<file path="config.mk">
export PLATFORM = sky130hd
export DESIGN_NAME = call_stack
export DESIGN_NICKNAME = d
export VERILOG_FILES = /design/src/rtl/cpu_pkg.sv /design/src/rtl/call_stack_mem.sv /design/src/rtl/call_stack.sv
export SDC_FILE = /design/constraint.sdc
export NUM_CORES = 1
export LEC_CHECK = 0
export BUFFER_PORTS_ARGS = -buffer_cell sky130_fd_sc_hd__buf_2
export CAP_MARGIN = 20
export CORE_MARGIN = 2
export CORE_UTILIZATION = 40
export DETAILED_ROUTE_END_ITERATION = 8
export PLACE_DENSITY = 0.53
export RECOVER_POWER = 25
export SLEW_MARGIN = 20
export SYNTH_ARGS = -nofsm -noshare
export SYNTH_HDL_FRONTEND = slang
export SYNTH_HIERARCHICAL = 1
export SYNTH_SLANG_ARGS = --single-unit
</file>
<file path="constraint.sdc">
create_clock -name clk -period 3.4 [get_ports clk]
set_input_delay 0.51 -clock clk [delete_from_list [all_inputs] [get_ports clk]]
set_output_delay 0.51 -clock clk [all_outputs]
set_load 0.1 [all_outputs]
</file>
<file path="src/rtl/cpu_pkg.sv">
// Shared CPU constants: address/instruction widths, controller opcodes and the
// return-address stack's per-cycle action encoding.
package cpu_pkg;

  localparam int ADDR_W  = 12;
  localparam int INSTR_W = 19;

  localparam logic [4:0]         OP_CALL   = 5'b11101;
  localparam logic [5:0]         OP_RETURN = 6'b111100;
  localparam logic [4:0]         OP_JUMP   = 5'b11100;
  localparam logic [INSTR_W-1:0] OP_HALT   = '1;

  typedef enum logic [1:0] {
    STK_HOLD = 2'd0,
    STK_PUSH = 2'd1,
    STK_POP  = 2'd2,
    STK_TAIL = 2'd3
  } stack_op_e;

endpackage

</file>
<file path="src/rtl/call_stack_mem.sv">
// DEPTH x ADDR_W register array for the return-address stack: one clocked write
// port, one combinational read port, cleared by asynchronous reset.
module call_stack_mem #(
  parameter int ADDR_W = 12,
  parameter int DEPTH  = 8,
  parameter int PTR_W  = 3
) (
  input  logic              clk,
  input  logic              rst,
  input  logic              we_i,
  input  logic [PTR_W-1:0]  waddr_i,
  input  logic [ADDR_W-1:0] wdata_i,
  input  logic [PTR_W-1:0]  raddr_i,
  output logic [ADDR_W-1:0] rdata_o
);

  logic [ADDR_W-1:0] mem_q [DEPTH];

  // NOTE: this array is small and flop-based, so resetting every entry is cheap
  // and makes a reset discard all stored return addresses at once.
  always_ff @(posedge clk or posedge rst) begin
    if (rst) begin
      mem_q <= '{default: '0};
    end else if (we_i) begin
      mem_q[waddr_i] <= wdata_i;
    end
  end

  assign rdata_o = mem_q[raddr_i];

endmodule

</file>
<file path="src/rtl/call_stack.sv">
// Hardware return-address stack (circular array indexed by base+depth).
// Build option: define CALL_STACK_WRAP_EN to let a push while full overwrite the oldest entry.
module call_stack
  import cpu_pkg::*;
#(
  parameter int ADDR_W = cpu_pkg::ADDR_W,
  parameter int DEPTH  = 8,
  parameter int PTR_W  = 3
) (
  input  logic              clk,
  input  logic              rst,
  input  logic              push,
  input  logic              pop,
  input  logic              halt,
  input  logic [ADDR_W-1:0] push_addr,
  output logic [ADDR_W-1:0] top_addr,
  output logic [PTR_W:0]    depth,
  output logic              empty,
  output logic              full,
  output logic              overflow,
  output logic              underflow
);

  localparam logic [PTR_W-1:0] PTR_ONE   = PTR_W'(1);
  localparam logic [PTR_W:0]   DEPTH_ONE = (PTR_W + 1)'(1);
  localparam logic [PTR_W:0]   DEPTH_MAX = (PTR_W + 1)'(DEPTH);

  logic [PTR_W-1:0]  base_q, base_d;
  logic [PTR_W:0]    depth_q, depth_d;
  logic              ovf_q, ovf_d;
  logic              unf_q, unf_d;

  logic              is_empty, is_full;
  logic [PTR_W-1:0]  top_idx, free_idx;
  logic              we;
  logic [PTR_W-1:0]  waddr;
  logic [ADDR_W-1:0] rdata;
  stack_op_e         op;

  assign is_empty = (depth_q == '0);
  assign is_full  = (depth_q == DEPTH_MAX);
  // When full the low pointer bits of depth are zero, so free_idx lands on the oldest entry.
  assign free_idx = base_q + depth_q[PTR_W-1:0];
  assign top_idx  = free_idx - PTR_ONE;

  always_comb begin
    // NOTE: assigning a default before any branch keeps this block free of inferred latches.
    op = STK_HOLD;
    if (!halt) begin
      unique case ({push, pop})
        2'b10:   op = STK_PUSH;
        2'b01:   op = STK_POP;
        2'b11:   op = STK_TAIL;
        default: op = STK_HOLD;
      endcase
    end
  end

  always_comb begin
    base_d  = base_q;
    depth_d = depth_q;
    ovf_d   = ovf_q;
    unf_d   = unf_q;
    we      = 1'b0;
    waddr   = free_idx;
    unique case (op)
      STK_PUSH: begin
        if (!is_full) begin
          we      = 1'b1;
          depth_d = depth_q + DEPTH_ONE;
        end else begin
          ovf_d = 1'b1;
`ifdef CALL_STACK_WRAP_EN
          we     = 1'b1;
          base_d = base_q + PTR_ONE;
`endif
        end
      end
      STK_POP: begin
        if (is_empty) begin
          unf_d = 1'b1;
        end else begin
          depth_d = depth_q - DEPTH_ONE;
        end
      end
      STK_TAIL: begin
        we = 1'b1;
        if (is_empty) begin
          depth_d = DEPTH_ONE;
          unf_d   = 1'b1;
        end else begin
          waddr = top_idx;
        end
      end
      default: ;
    endcase
  end

  // NOTE: sequential state uses non-blocking assignments so every register
  // samples the pre-edge value of its neighbours.
  always_ff @(posedge clk or posedge rst) begin
    if (rst) begin
      base_q  <= '0;
      depth_q <= '0;
      ovf_q   <= 1'b0;
      unf_q   <= 1'b0;
    end else begin
      base_q  <= base_d;
      depth_q <= depth_d;
      ovf_q   <= ovf_d;
      unf_q   <= unf_d;
    end
  end

  call_stack_mem #(
    .ADDR_W (ADDR_W),
    .DEPTH  (DEPTH),
    .PTR_W  (PTR_W)
  ) u_mem (
    .clk     (clk),
    .rst     (rst),
    .we_i    (we),
    .waddr_i (waddr),
    .wdata_i (push_addr),
    .raddr_i (top_idx),
    .rdata_o (rdata)
  );

  assign top_addr  = is_empty ? '0 : rdata;
  assign depth     = depth_q;
  assign empty     = is_empty;
  assign full      = is_full;
  assign overflow  = ovf_q;
  assign underflow = unf_q;

endmodule

</file>
==> results of run 1 <==
[sequential cells by signal, summed over array words and instances (netlist names)]
signal       flops
underflow        1
overflow         1
u_mem/mem_q     96
depth            4
[worst max path at each step]
stage / start / to / slack (ns) / depth (start not counted)
floorplan: depth[0] / u_mem/mem_q[84] / 0.007 / 9
global placement: depth[0] / top_addr[4] / 0.29 / 8
detailed placement: depth[0] / top_addr[1] / 0.24 / 8
CTS: depth[0] / top_addr[0] / 0.01 / 8
global route: depth[1] / top_addr[0] / -0.002 / 10
finish: depth[1] / top_addr[0] / 0.13 / 10
[cell usage after synthesis (all sizes together)]
cell	instances	area [um2]
nand2	7	26.3
a22o	1	8.76
buf	20	140
nor3b	2	15.0
and2	1	6.26
o32ai	1	8.76
nor2	3	11.3
o32a	1	10.0
xnor2	4	35.0
a21oi	1	8.76
ha	3	37.5
o21ai	3	15.0
a21o	1	7.51
fa	1	20.0
xor2	1	8.76
mux4	24	608
mux2i	1	10.0
nand2b	2	12.5
o2111ai	1	8.76
nor4b	3	32.5
inv	7	26.3
o2111a	1	11.3
and4bb	3	37.5
mux2	109	1230
nand4b	3	26.3
and3b	1	8.76
nand3	1	5.00
dfrtp	102	2550
nor2b	15	96.3
or2	1	6.26
a31o	2	17.5
nand4	1	6.26
[stage by stage]
| stage | cells | util | setup TNS (ns) | worst slack [ns] | hold WS, ns |
|---|---|---|---|---|---|
| floorplan | 327 | - | 0 | 0.00685 | 0.301 |
| global placement | 534 | 0.444 | 0 | 0.291 | 0.451 |
| detailed placement | 534 | 0.444 | 0 | 0.237 | 0.457 |
| CTS | 550 | 0.472 | 0 | 0.0131 | 0.0983 |
| global route | 556 | 0.479 | -0.00336 | -0.00239 | 0.0953 |
| finish | 556 | 0.479 | 0 | 0.125 | 0.0952 |
[routing by layer]
metal  up-vias  GRT usage  wire length, um
met5         -          0                0
met4         0     0.0754              221
met3        15     0.0322              283
met2        45      0.271             5160
met1      1499      0.239             5170
li1       1331          -                -
[final cells by class]
class	instances	area (um2)	share of cell area
Clock buffer	14	274	0.0459
Clock inverter	2	38.8	0.00650
Inverter	7	27.5	0.00461
Multi-Input combinational cell	198	2410	0.403
Sequential cell	102	2560	0.429
Tap cell	172	215	0.0361
Timing Repair Buffer	61	444	0.0744
[critical path: stages, from the launching register on]
cell and delay (ns):
dfrtp_4 0.51, inv_1 0.12, ha_4 0.19, xor2_4 0.22, buf_4 0.17, clkbuf_16 0.14
buf_4 0.10, mux4_1 0.27, mux2_2 0.27, nor2b_2 0.14, buf_2 0.29
[repair_timing]
item | 4_1_cts | 5_1_grt
hold buffers | 0 | 0
setup buffers | 0 | 5
endpoints found under the setup margin | 10 | 11
cloned | 0 | 1
resized for setup | 12 | 9
[cell families (layout without fill, tap and decap cells)]
family | Yosys count | after routing | synth area share
simple gates | 43 | 43 | 0.0575
flops | 102 | 102 | 0.505
mux | 134 | 134 | 0.365
xor+xnor | 5 | 5 | 0.00867
fa+ha+maj | 4 | 4 | 0.0114
buf+inv | 27 | 84 | 0.0329
compound gates | 12 | 12 | 0.0191
==> results.txt, run 1 <==
The number of antenna violations at the first check in global routing is 0. The number of max-cap violations is 1. The worst setup path is launched from a flip-flop. The sum of overflow across all layers after global routing came out at 0. The depth of the most critical reg-to-reg path is 7. The post-detailed-placement cell area is 0.00554 mm2.

The post-layout minimum cycle time came out at 3.27 ns. The kind of end point of the critical path is an output port. The initial detailed-routing violation count is about 120. The first global-routing pass estimated ~17000 um of wire. The required time at the endpoint of the critical path came out at between 2 and 3 ns. The via density per instance came out at 5.20.

Headroom to the max-slew limit came out at -0.488. In this run the critical register-to-register path is launched from depth[1]. From left edge to right edge, the die measures 116 um. Of the available clock period, the critical path in the final layout requires 0.963. The run finished, with violations left.

The sequential element share of the synthesized area is 0.505. The total routing usage reported by global routing is 0.174. The checks that failed: capacitance limit, slew limit. The flop and latch count out of synthesis is between 100 and 150.

Row generation in the floorplan step produced 41 rows. Dividing the detail-routed wire length by the instance count gives 19.5 um. The critical path in this run is classified as flip-flop to output port. In this run the worst path has a maximum fanout of 7. The repair_antennas step left the layout with diodes totalling 0. The worst reg-to-reg setup slack came out at 0.56 ns. The clock root buffer master is clkbuf_16. The net count of the mapped netlist came out at 348. The number of warning messages in the yosys log is 6. Leaving out fill and tap cells, the most frequent cells in the layout are 108 x mux2_2, 100 x dfrtp_1, 26 x buf_2, 26 x buf_4, 18 x mux4_1. Synthesis instantiated 40 different standard cells from the library. The CTS H-tree depth came out at 3.

The worst register-to-register path ends at u_mem/mem_q[76]. The library cell used most frequently in the layout, excluding fill and tap cells, is mux2_2. The core area is ~0.012 mm2.

TritonCTS built the clock tree. The clock arrives with ~0.0069 ns of skew. The number of slew-limit violations in the final report is between 40 and 50. The first detailed-routing pass took 4 iterations. The arrival time at the worst endpoint came out at 2.76 ns. The effective utilization at floorplan is 0.405. The pin slew with the least headroom to its limit came out at around 2.2 ns. The number of I/O pins came out at 37. The number of buffers added by the clock tree synthesis step came out at 9. The final net count came out at 400. The number of buffers on the longest clock path is 2. The post-CTS clock slew at the launch and capture registers of the worst setup and hold paths is about 0.070 ns.

The hold violation total from the final report came out at 0. The clock sink total came out at approximately 100. The number of setup violations in the final report is 0.

The proportion of layout cells with a drive suffix above 1 came out at 0.563. The global placer's final weighted congestion came out at approximately 0.76. The fill cell instance count of the final layout came out at between 1000 and 1500. The clock latency on the worst-skew pair is between 0.3 and 0.4 ns. The post-synthesis cell area came out at between 0.005 and 0.006 mm2. In this run the worst hold path is classified as input pin to asynchronous set/reset pin. The area of the die came out at around 0.014 mm2. The residual antenna-violating net count after detailed routing is 0.

Synthesis produced a netlist whose cell count is roughly 330. The total half-perimeter wirelength after legalization and detailed placement came out at 6960 um. After detailed routing, the number of remaining DRC violations is 0. The total wire length is 10800 um. The maximum achievable frequency came out at approximately 310 MHz. Averaged over all synthesized cells, the footprint is approximately 15 um2.

The layout overhead on the synthesized area is 18.1%. Entering global routing, the biggest net connects 47 pins. In this run the tool buffered the top-level ports with 36 buffer cells. Across all layers, the routed design uses ~2900 vias. The y dimension of the die came out at 116 um. The via count of the first global-routing pass is between 2000 and 3000. The final non-filler cell area is slightly below 0.006 mm2.
Power of run 1 is not shown: default switching activity piles up to over one toggle a cycle in this logic, so the estimate is an artifact.
==> inputs of run 2 (changes only) <==
--- a/config.mk
+++ b/config.mk
@@ -5,6 +5,8 @@
 export SDC_FILE = /design/constraint.sdc
 export NUM_CORES = 1
 export LEC_CHECK = 0
+export ABC_AREA = 1
+export ABC_CLOCK_PERIOD_IN_PS = 3400
 export BUFFER_PORTS_ARGS = -buffer_cell sky130_fd_sc_hd__buf_2
 export CAP_MARGIN = 20
 export CORE_MARGIN = 2
==> run 2 against run 1 <==
Net effect:
- the run still ends with capacitance limit, slew limit left
- design area up 1.4%
- synthesized cell count is 130% higher
- sequential cell count stayed put
- utilization decreased by 1.8 points
- critical endpoint is now top_addr[8]
==> results.txt, run 2 <==
The post-synthesis cell area came out at approximately 0.0053 mm2. The initial detailed-routing violation count came out at 307. The residual DRC count came out at 0. The post-layout minimum cycle time came out at 3.13 ns.

The critical register-to-register path endpoint is u_mem/mem_q[32]. The number of max-cap violations came out at 1. The setup slack of the critical path after layout is 0.271 ns. The sum of overflow across all layers after global routing is 0. Synthesis handed over a netlist of roughly 750 instances. Traced cell by cell, the critical path runs through inv_1 -> ha_1 -> inv_1 -> inv_1 -> buf_12 -> nand3_1 -> nand2_1 -> nand2_1 -> nand2_1 -> inv_1 -> nor2_4 -> buf_2. The total half-perimeter wirelength after legalization and detailed placement is around 8700 um. Port buffering added 36 buffers. The depth of the most critical reg-to-reg path is 9.

The residual antenna-violating net count after detailed routing is 0. The H-tree was split into 3 levels. The detailed route wirelength on metal2 came out at around 6100 um. Entering global routing, the biggest net connects a little under 60 pins. In this run the worst hold path is classified as input pin to asynchronous set/reset pin. The pin slew with the least headroom to its limit is around 1.8 ns.

CTS placed an instance of clkbuf_16 at the clock tree root. Sorting the synthesized cells by area gives the leading types as dfrtp_1 48%, nand2_1 19%, inv_1 9.8%. Leaving out fill and tap cells, the most frequent cell in the layout is nand2_1. The commonest cells after synthesis are 273 x nand2_1, 139 x inv_1, 102 x dfrtp_1. Setup total negative slack on the finished layout was measured at 0 ns. Measured along the x axis, the die boundary spans roughly 120 um. For this run, asynchronously set or reset flops after synthesis account for 1.00. The register with the highest flop count is u_mem/mem_q. The clock drives between 100 and 150 sinks. The share of Yosys cell area claimed by the top area cell type is 0.477. The area growth from synthesis to layout is 13.1%.

The post-cts sizing count is 0. The post-cts hold buffer count came out at 0. The sequential element share of the synthesized area came out at 0.477.

The first detailed-routing pass took 5 iterations. The first-pass GRT wire length is about 23000 um. The biggest fanout along the worst timing path came out at 16.

After filler insertion, the fill cell instance count of the layout stands at about 1400. In the final layout, the share of cells above drive strength 1 is 0.115. The final reports fail on capacitance limit, slew limit.

The worst setup path is captured at an output port. The largest individual stage delay along the critical path comes from the cell dfrtp_2. Routed signal wires occupy layers up through met4. The final net count came out at a little under 800.

Post-CTS timing repair inserted 0 buffers for setup. The maximum achievable frequency came out at between 300 and 400 MHz. The via density per instance came out at around 4.7. The hold violation total from the final report came out at 0. The longest clock path from root to sink contains 2 buffers.

The via count of the first global-routing pass came out at 4460. The flow ran to the end, but the final reports show violations. The total routing usage reported by global routing came out at 0.208. The number of I/O pins is 37. The critical path contains buffers and inverters numbering 6 combined. The clock tree from TritonCTS is built.

The per-cell routed wire length came out at roughly 14 um. The critical setup path kind is flip-flop to output port. The floorplan has 42 rows. The number of antenna violations at the first check in global routing is 0. The length of routed wiring on met1 came out at 6540 um.

In this run the register-to-register setup slack is 0.70 ns. The worst reg2reg path startpoint is depth[0]. The number of distinct library cells after synthesis came out at 27.

The cell family contributing the most delay on the critical path is buffers and inverters. The number of buffers added by the clock tree synthesis step is 9. The routed via count is between 4000 and 5000.

The fraction of the cycle the final worst path needs came out at 0.920. At the worst endpoint, the arrival time is about 2.6 ns. The most frequent cell on the critical path is inv_1.

The count of flip-flops with a built-in enable after synthesis came out at 0. The top cell types in the final layout, fill and taps aside, are 273 x nand2_1, 137 x inv_1, 101 x dfrtp_1. The y dimension of the die came out at about 120 um. The flip-flop count of the largest register, all copies and words added came out at 96. For the final database, setup skew stands at around 0.011 ns. The global placer's final weighted congestion came out at approximately 0.85. The setup slack after placement came out at just under 0.6 ns. The number of diodes came out at 0. The number of setup violations in the final report came out at 0. The number of slew-limit violations in the final report came out at 41.

Among all flip-flop cells after synthesis, the most frequent one is dfrtp_1. By instance count, the leading cell after synthesis is nand2_1. The synthesized area per cell came out at between 7 and 8 um2. The post-CTS clock slew at the launch and capture registers of the worst setup and hold paths is around 0.06 ns. The net count of the mapped netlist came out at 770.

The flop and latch count out of synthesis is between 100 and 150. The total area inside the core boundary comes to 0.0131 mm2. The largest incremental delay on the critical path came out at ~0.44 ns. The effective utilization at floorplan is 0.407.

The routed design uses between 500 and 600 um of met3 wire. The later pin in the worst-skew pair is clocked with a latency of 0.36 ns. Setup repair after global routing left no endpoint under its margin.

STA classifies the critical path startpoint as a flip-flop. The number of warning messages in the yosys log is 6. After detailed routing, the total wire length is around 13000 um. At the worst endpoint, the required time is 2.89 ns. The cell taking the most area after synthesis is dfrtp_1.

The remaining max-slew budget at the tightest pin came out at -0.212. The die covers about 0.014 mm2. The number of logic stages on the critical path including buffering is 12.
## run 2: how the worst max path moves through the flow
stage | endpoint | slack [ns] | start
after floorplan | top_addr[0] | 0.19 | depth[1]
final | top_addr[8] | 0.27 | depth[0]
after CTS | top_addr[3] | 0.17 | depth[0]
after global placement | top_addr[8] | 0.57 | depth[0]
after detailed placement | top_addr[3] | 0.58 | depth[0]
after global routing | top_addr[8] | 0.08 | depth[0]
## run 2: final cells by class
class                      instances  area, um2  share of cell area
clock buffer                      13        250              0.0413
timing repair buffer              45        272              0.0449
clock inverter                     3       27.5             0.00455
sequential                       102       2550               0.422
inverter                         144        546              0.0901
multi-input combinational        469       2180               0.361
tap                              176        220              0.0364
## run 2: logic make-up (layout without fill, tap and decap cells)
| family | count (synthesis) | in the layout | share of synthesized area |
|---|---|---|---|
| xor gates and xnor gates | 3 | 3 | 0.00491 |
| DFF | 102 | 102 | 0.477 |
| and+or+nand+nor | 358 | 358 | 0.277 |
| AOI/OAI and AO/OA | 104 | 104 | 0.0985 |
| adders and majority gates | 4 | 4 | 0.0108 |
| buffers and inverters | 178 | 205 | 0.131 |
## run 2: stage by stage
stage	utilization	area [um2]	hold slack [ns]	std cells
after global routing	0.461	6050	0.136	952
after CTS	0.462	6060	0.0943	952
after detailed placement	0.440	5790	0.454	936
after floorplan	-	5440	0.301	749
after global placement	0.440	5790	0.443	936
final	0.461	6050	0.122	952
## run 2: layer usage
layer | track usage | vias to the layer above
li1 | - | 2298
met5 | 0 | -
met4 | 0.0596 | 0
met1 | 0.285 | 2128
met3 | 0.0442 | 12
met2 | 0.332 | 75
Power of run 2 is left out for the same reason.
